$ cat src/rtl/bcd_segment_scanner.sv
// Three-digit multiplexed 7-segment scanner with shadowed BCD inputs and a blank gap between slots.
// Optional leading-zero suppression is enabled by defining LEADING_ZERO_BLANK_EN.
module bcd_segment_scanner #(
    parameter int SCAN_CYCLES  = 25000,
    parameter int BLANK_CYCLES = 250
) (
    input  logic       clock,
    input  logic       reset,
    input  logic       update,
    input  logic [3:0] d1,
    input  logic [3:0] d10,
    input  logic [3:0] d100,
    output logic [6:0] seg,
    output logic [2:0] an,
    output logic [1:0] digit_sel
);

    typedef enum logic {
        BLANK = 1'b0,
        SHOW  = 1'b1
    } state_t;

    localparam logic [15:0] SCAN_LAST  = 16'(SCAN_CYCLES - 1);
    localparam logic [15:0] BLANK_LAST = (BLANK_CYCLES == 0) ? 16'd0 : 16'(BLANK_CYCLES - 1);
    localparam bit          NO_GAP     = (BLANK_CYCLES == 0);

    state_t      state;
    state_t      state_next;
    logic [1:0]  index;
    logic [1:0]  index_next;
    logic [15:0] count;
    logic [15:0] count_next;
    logic [3:0]  sh1;
    logic [3:0]  sh10;
    logic [3:0]  sh100;
    logic [3:0]  digit_next;
    logic        slot_blank;
    logic        lit_next;
    logic [2:0]  an_next;
    logic [6:0]  seg_next;

    function automatic logic [1:0] next_slot(input logic [1:0] i);
        return (i >= 2'd2) ? 2'd0 : i + 2'd1;
    endfunction

    function automatic logic [6:0] decode(input logic [3:0] v);
        logic [6:0] s;
        case (v)
            4'd0:    s = 7'b1000000;
            4'd1:    s = 7'b1111001;
            4'd2:    s = 7'b0100100;
            4'd3:    s = 7'b0110000;
            4'd4:    s = 7'b0011001;
            4'd5:    s = 7'b0010010;
            4'd6:    s = 7'b0000010;
            4'd7:    s = 7'b1111000;
            4'd8:    s = 7'b0000000;
            4'd9:    s = 7'b0010000;
            default: s = 7'b0111111;
        endcase
        return s;
    endfunction

    // The display only ever sees captured values, never the converter mid-count.
    always_ff @(posedge clock or posedge reset) begin
        if (reset) begin
            sh1   <= 4'd0;
            sh10  <= 4'd0;
            sh100 <= 4'd0;
        end else if (update) begin
            sh1   <= d1;
            sh10  <= d10;
            sh100 <= d100;
        end
    end

    // The index advances when a slot ends, so the following gap already reports the next slot.
    always_comb begin
        state_next = state;
        index_next = index;
        count_next = count + 16'd1;
        case (state)
            SHOW: begin
                if (count >= SCAN_LAST) begin
                    count_next = 16'd0;
                    index_next = next_slot(index);
                    state_next = NO_GAP ? SHOW : BLANK;
                end
            end
            BLANK: begin
                if (count >= BLANK_LAST) begin
                    count_next = 16'd0;
                    state_next = SHOW;
                end
            end
            default: begin
                count_next = 16'd0;
                state_next = BLANK;
            end
        endcase
    end

    always_comb begin
        digit_next = sh100;
        case (index_next)
            2'd0:    digit_next = sh1;
            2'd1:    digit_next = sh10;
            default: digit_next = sh100;
        endcase
    end

`ifdef LEADING_ZERO_BLANK_EN
    always_comb begin
        slot_blank = 1'b0;
        case (index_next)
            2'd2:    slot_blank = (sh100 == 4'd0);
            2'd1:    slot_blank = (sh100 == 4'd0) && (sh10 == 4'd0);
            default: slot_blank = 1'b0;
        endcase
    end
`else
    assign slot_blank = 1'b0;
`endif

    // Outputs are registered from the upcoming state so anode and segments switch together.
    always_comb begin
        lit_next = (state_next == SHOW) && !slot_blank;
        an_next  = 3'b111;
        seg_next = 7'b1111111;
        if (lit_next) begin
            an_next  = ~(3'b001 << index_next);
            seg_next = decode(digit_next);
        end
    end

    always_ff @(posedge clock or posedge reset) begin
        if (reset) begin
            state <= BLANK;
            index <= 2'd0;
            count <= 16'd0;
            an    <= 3'b111;
            seg   <= 7'b1111111;
        end else begin
            state <= state_next;
            index <= index_next;
            count <= count_next;
            an    <= an_next;
            seg   <= seg_next;
        end
    end

    assign digit_sel = index;

endmodule

$ cat config.mk
export PLATFORM = sky130hd
export DESIGN_NAME = bcd_segment_scanner
export DESIGN_NICKNAME = d
export VERILOG_FILES = /design/src/rtl/bcd_segment_scanner.sv
export SDC_FILE = /design/constraint.sdc
export NUM_CORES = 1
export LEC_CHECK = 0
export CAP_MARGIN = 10
export CORE_MARGIN = 2
export CORE_UTILIZATION = 60
export CTS_BUF_LIST = sky130_fd_sc_hd__clkbuf_4 sky130_fd_sc_hd__clkbuf_8
export CTS_CLUSTER_SIZE = 30
export DETAILED_ROUTE_END_ITERATION = 10
export HOLD_SLACK_MARGIN = 0.15
export PLACE_DENSITY_LB_ADDON = 0.15
export SLEW_MARGIN = 5
export SYNTH_ARGS = -nofsm -noshare
export SYNTH_HDL_FRONTEND = slang
export SYNTH_SLANG_ARGS = --single-unit
$ cat constraint.sdc
create_clock -name clock -period 6.2 [get_ports clock]
set_clock_uncertainty 0.1 [all_clocks]
set_input_delay 1.86 -clock clock [delete_from_list [all_inputs] [get_ports clock]]
set_output_delay 1.86 -clock clock [all_outputs]
set_load 0.05 [all_outputs]
==> run summary <==
The post-layout net count came out at 267. The die extent in x came out at 64.3 um. The wire-length estimate of the detail-placed layout is 2.69 mm. For this run, the slowest stage of the critical path takes 0.88 ns. After detailed routing, the number of remaining DRC violations is 0. In this run, distinct cell masters in the synthesized netlist total 47.

Once the clock tree was built, the resizer swapped 0 gates to a different size. The clock reaches the later pin of the worst-skew pair after 0.35 ns. Once detail routing completed, the nets flagged for antenna violations numbered 0.

The largest fanout on the critical path is 14. The worst hold path belongs to the class register to register. The minimum setup slack among reg-to-reg paths is 2.82 ns. The total of flip-flops plus latches after synthesis came out at 41. In this run the number of cells on the critical path is 1.

The count of flip-flops with a built-in enable after synthesis is 0. Clock-pin slew was measured on the worst setup and hold paths at 0.12 ns. In this run the critical register-to-register path is launched from count[0].

The detailed-router iteration count before antenna repair is 4. CTS placed an instance of sky130_fd_sc_hd__clkbuf_4 at the clock tree root. The overall fraction of global-route tracks in use is 20.9%. The via count of the first global-routing pass is 1,442. The number of antenna violations at the first check in global routing is 0. The worst setup path is captured at an output pin. Setup violations remaining at the end of the flow were counted as 0. The synthesized area per cell came out at 9.82 um2. The worst register-to-register path ends at seg[0]. The required time reported for the critical path endpoint came out at 4.24 ns. The worst slew slack as a fraction of its limit came out at 34.1%. The final estimated routing congestion in global placement is 0.817. The reported max-cap violation count is 0.

In the final routed layout, each cell accounts on average for 12.9 um. The depth of the worst register-to-register path came out at 8. The number of placement rows came out at 21. Summing every instance area after synthesis gives 2180 um2. The library cells used most frequently in the layout, excluding fill and tap cells, are sky130_fd_sc_hd__nand2_1, sky130_fd_sc_hd__dfrtp_1, sky130_fd_sc_hd__clkdlybuf4s50_1. The number of H-tree levels is 2. The first-pass GRT wire length came out at 6.60 mm. The worst-case setup margin in the final layout is 2.43 ns. The library cell contributing the largest single delay on the critical path is sky130_fd_sc_hd__clkdlybuf4s50_1.

Summed over all layers, the routed wires come to 3.78 mm. After routing, the total negative slack on setup checks comes to 0 ns. The critical path startpoint is digit_sel[1]. Counting the buffers created by CTS gives 5. The vertical die dimension is 64.3 um. The arrival time reported for the critical path endpoint is 1.81 ns. Among cell families on the critical path, the largest total delay comes from buffers and inverters. STA classifies the critical path startpoint as a register. The maximum clock rate is 265 MHz. The non-filler instance count after layout came out at 293. The slew at the pin closest to its max-slew limit is 0.986 ns. The worst setup path is of the register to output pin kind.

In this run the most critical hold path is launched from sh1[1]. The gate count of the mapped netlist is 222. Summing the sequential cell areas from Yosys gives 47.6% of the chip area. The share of flip-flops with an asynchronous set or reset came out at 100%. The average vias per placed instance is 5.54. The clock sink count is 41. The peak supply drop came out at 0.181 mV. After layout, the minimum clock period comes to 3.77 ns.

The leading register cell type out of synthesis is sky130_fd_sc_hd__dfrtp_1. Power spread over the standard cell area amounts to 405 nW/um2. The number of placed instances, taps included, is 285. The repair_antennas step left the layout with diodes totalling 0. For this run, the number of Yosys warnings is 0.

27 I/O pins were placed. The number of buffers and inverters on the critical path is 1. The flow ran to the end, and the final reports show no timing, DRC or antenna violations. The hold-fix buffer count after cts came out at 0. The die footprint came out at 4130 um2.

The depth of the worst hold-timing path came out at 1. Input and output buffers added on the ports amount to 26. Setup repair after global routing left no endpoint under its margin. Compared with the post-synthesis result, the final layout area differs by 15.9%. The number of buffers on the longest clock path came out at 2. The count of routing violations after the opening detailed-route iteration is 109.

The placement-stage worst setup slack is 2.81 ns. The final max-slew violation count came out at 0. The TritonCTS clock tree is done. Entering global routing, the biggest net connects 42 pins.

The global-route congestion overflow total is 0. The worst hold path terminates at sh1[1]. The net count after synthesis came out at 243. The leakage power came out at 1.09 nW. The final worst-path cycle share came out at 60.8%. The number of setup buffers added after CTS is 0.

The initial core utilization came out at 63.8%. The count of vias placed by the detailed router came out at 1,622. The final-report hold violation count came out at 0. The share of post-route cells with drive strength above 1 is 15.4%.

The core outline area is 3420 um2. Traced cell by cell, the critical path runs through clkdlybuf4s50_1.
stage by stage:
stage | instance area, um2 | util (%) | total power, mW | hold slack (ns)
6_report | 2530 | 74.0 | 1.02 | 0.444
3_3_place_gp | 2460 | 72.1 | 0.873 | 0.397
4_1_cts | 2530 | 74.0 | 1.03 | 0.446
5_1_grt | 2530 | 74.0 | 1.10 | 0.459
2_1_floorplan | 2180 | - | 0.769 | 0.380
3_5_place_dp | 2460 | 72.1 | 0.880 | 0.417
registers in the layout, indices dropped and copies added, names as in the netlist:
register   cells
sh1            4
digit_sel      2
count         16
sh100          4
state          1
an             3
sh10           4
seg            7
where the power goes:
group          internal, mW  switching (mW)
combinational         0.178           0.311
sequential            0.345          0.0440
clock                0.0648          0.0796
area by class of cell:
cell class / instances / area (um2)
multi-input cells: 162 / 1060
fillers: 238 / 888
inverters: 9 / 33.8
clock buffers: 8 / 66.3
well taps: 46 / 57.6
repair buffers: 27 / 268
flip-flops and latches: 41 / 1040
Yosys cell counts, types with 2 or more instances:
cell | instances | area [um2]
sky130_fd_sc_hd__buf_2 | 3 | 15.0
sky130_fd_sc_hd__nand3_1 | 16 | 80.1
sky130_fd_sc_hd__dfstp_2 | 10 | 263
sky130_fd_sc_hd__and3_1 | 2 | 12.5
sky130_fd_sc_hd__o211a_1 | 2 | 20.0
sky130_fd_sc_hd__o21ai_0 | 3 | 15.0
sky130_fd_sc_hd__nor4_1 | 4 | 25.0
sky130_fd_sc_hd__inv_1 | 8 | 30.0
sky130_fd_sc_hd__ha_1 | 6 | 75.1
sky130_fd_sc_hd__nor2b_1 | 2 | 12.5
sky130_fd_sc_hd__o21ai_1 | 4 | 20.0
sky130_fd_sc_hd__a21oi_1 | 7 | 35.0
sky130_fd_sc_hd__dfrtp_1 | 31 | 776
sky130_fd_sc_hd__a2111oi_4 | 2 | 55.1
sky130_fd_sc_hd__nor2_1 | 25 | 93.8
sky130_fd_sc_hd__or3_1 | 2 | 12.5
sky130_fd_sc_hd__mux2_2 | 12 | 135
sky130_fd_sc_hd__nand2_1 | 31 | 116
sky130_fd_sc_hd__clkbuf_1 | 5 | 18.8
sky130_fd_sc_hd__xnor2_1 | 4 | 35.0
sky130_fd_sc_hd__a31oi_1 | 7 | 43.8
sky130_fd_sc_hd__a211oi_1 | 2 | 15.0
sky130_fd_sc_hd__and2_1 | 3 | 18.8
sky130_fd_sc_hd__xor2_1 | 8 | 70.1
cells by family after synthesis:
family,Yosys count,share of synthesized area (%)
mux,13,6.66
xor+xnor,12,4.82
buf+inv,19,3.61
fa+ha+maj,6,3.44
compound gates,37,13.7
flops,41,47.6
simple gates,93,20.0
other cells,1,0.172
how the worst max path moves through the flow:
stage / end
after global routing: digit_sel[1]
after global placement: digit_sel[1]
final: digit_sel[1]
after CTS: digit_sel[1]
after detailed placement: digit_sel[1]
after floorplan: seg[2]
routing by layer:
| layer | up-vias | track usage (%) | share of wire [%] |
|---|---|---|---|
| met5 | - | 0 | 0 |
| met4 | 0 | 7.18 | 0.69 |
| met3 | 4 | 5.81 | 4.7 |
| met2 | 39 | 29.6 | 45 |
| met1 | 759 | 30.7 | 49 |
| li1 | 820 | - | - |
No activity file was read; power rests on OpenSTA's default activity.
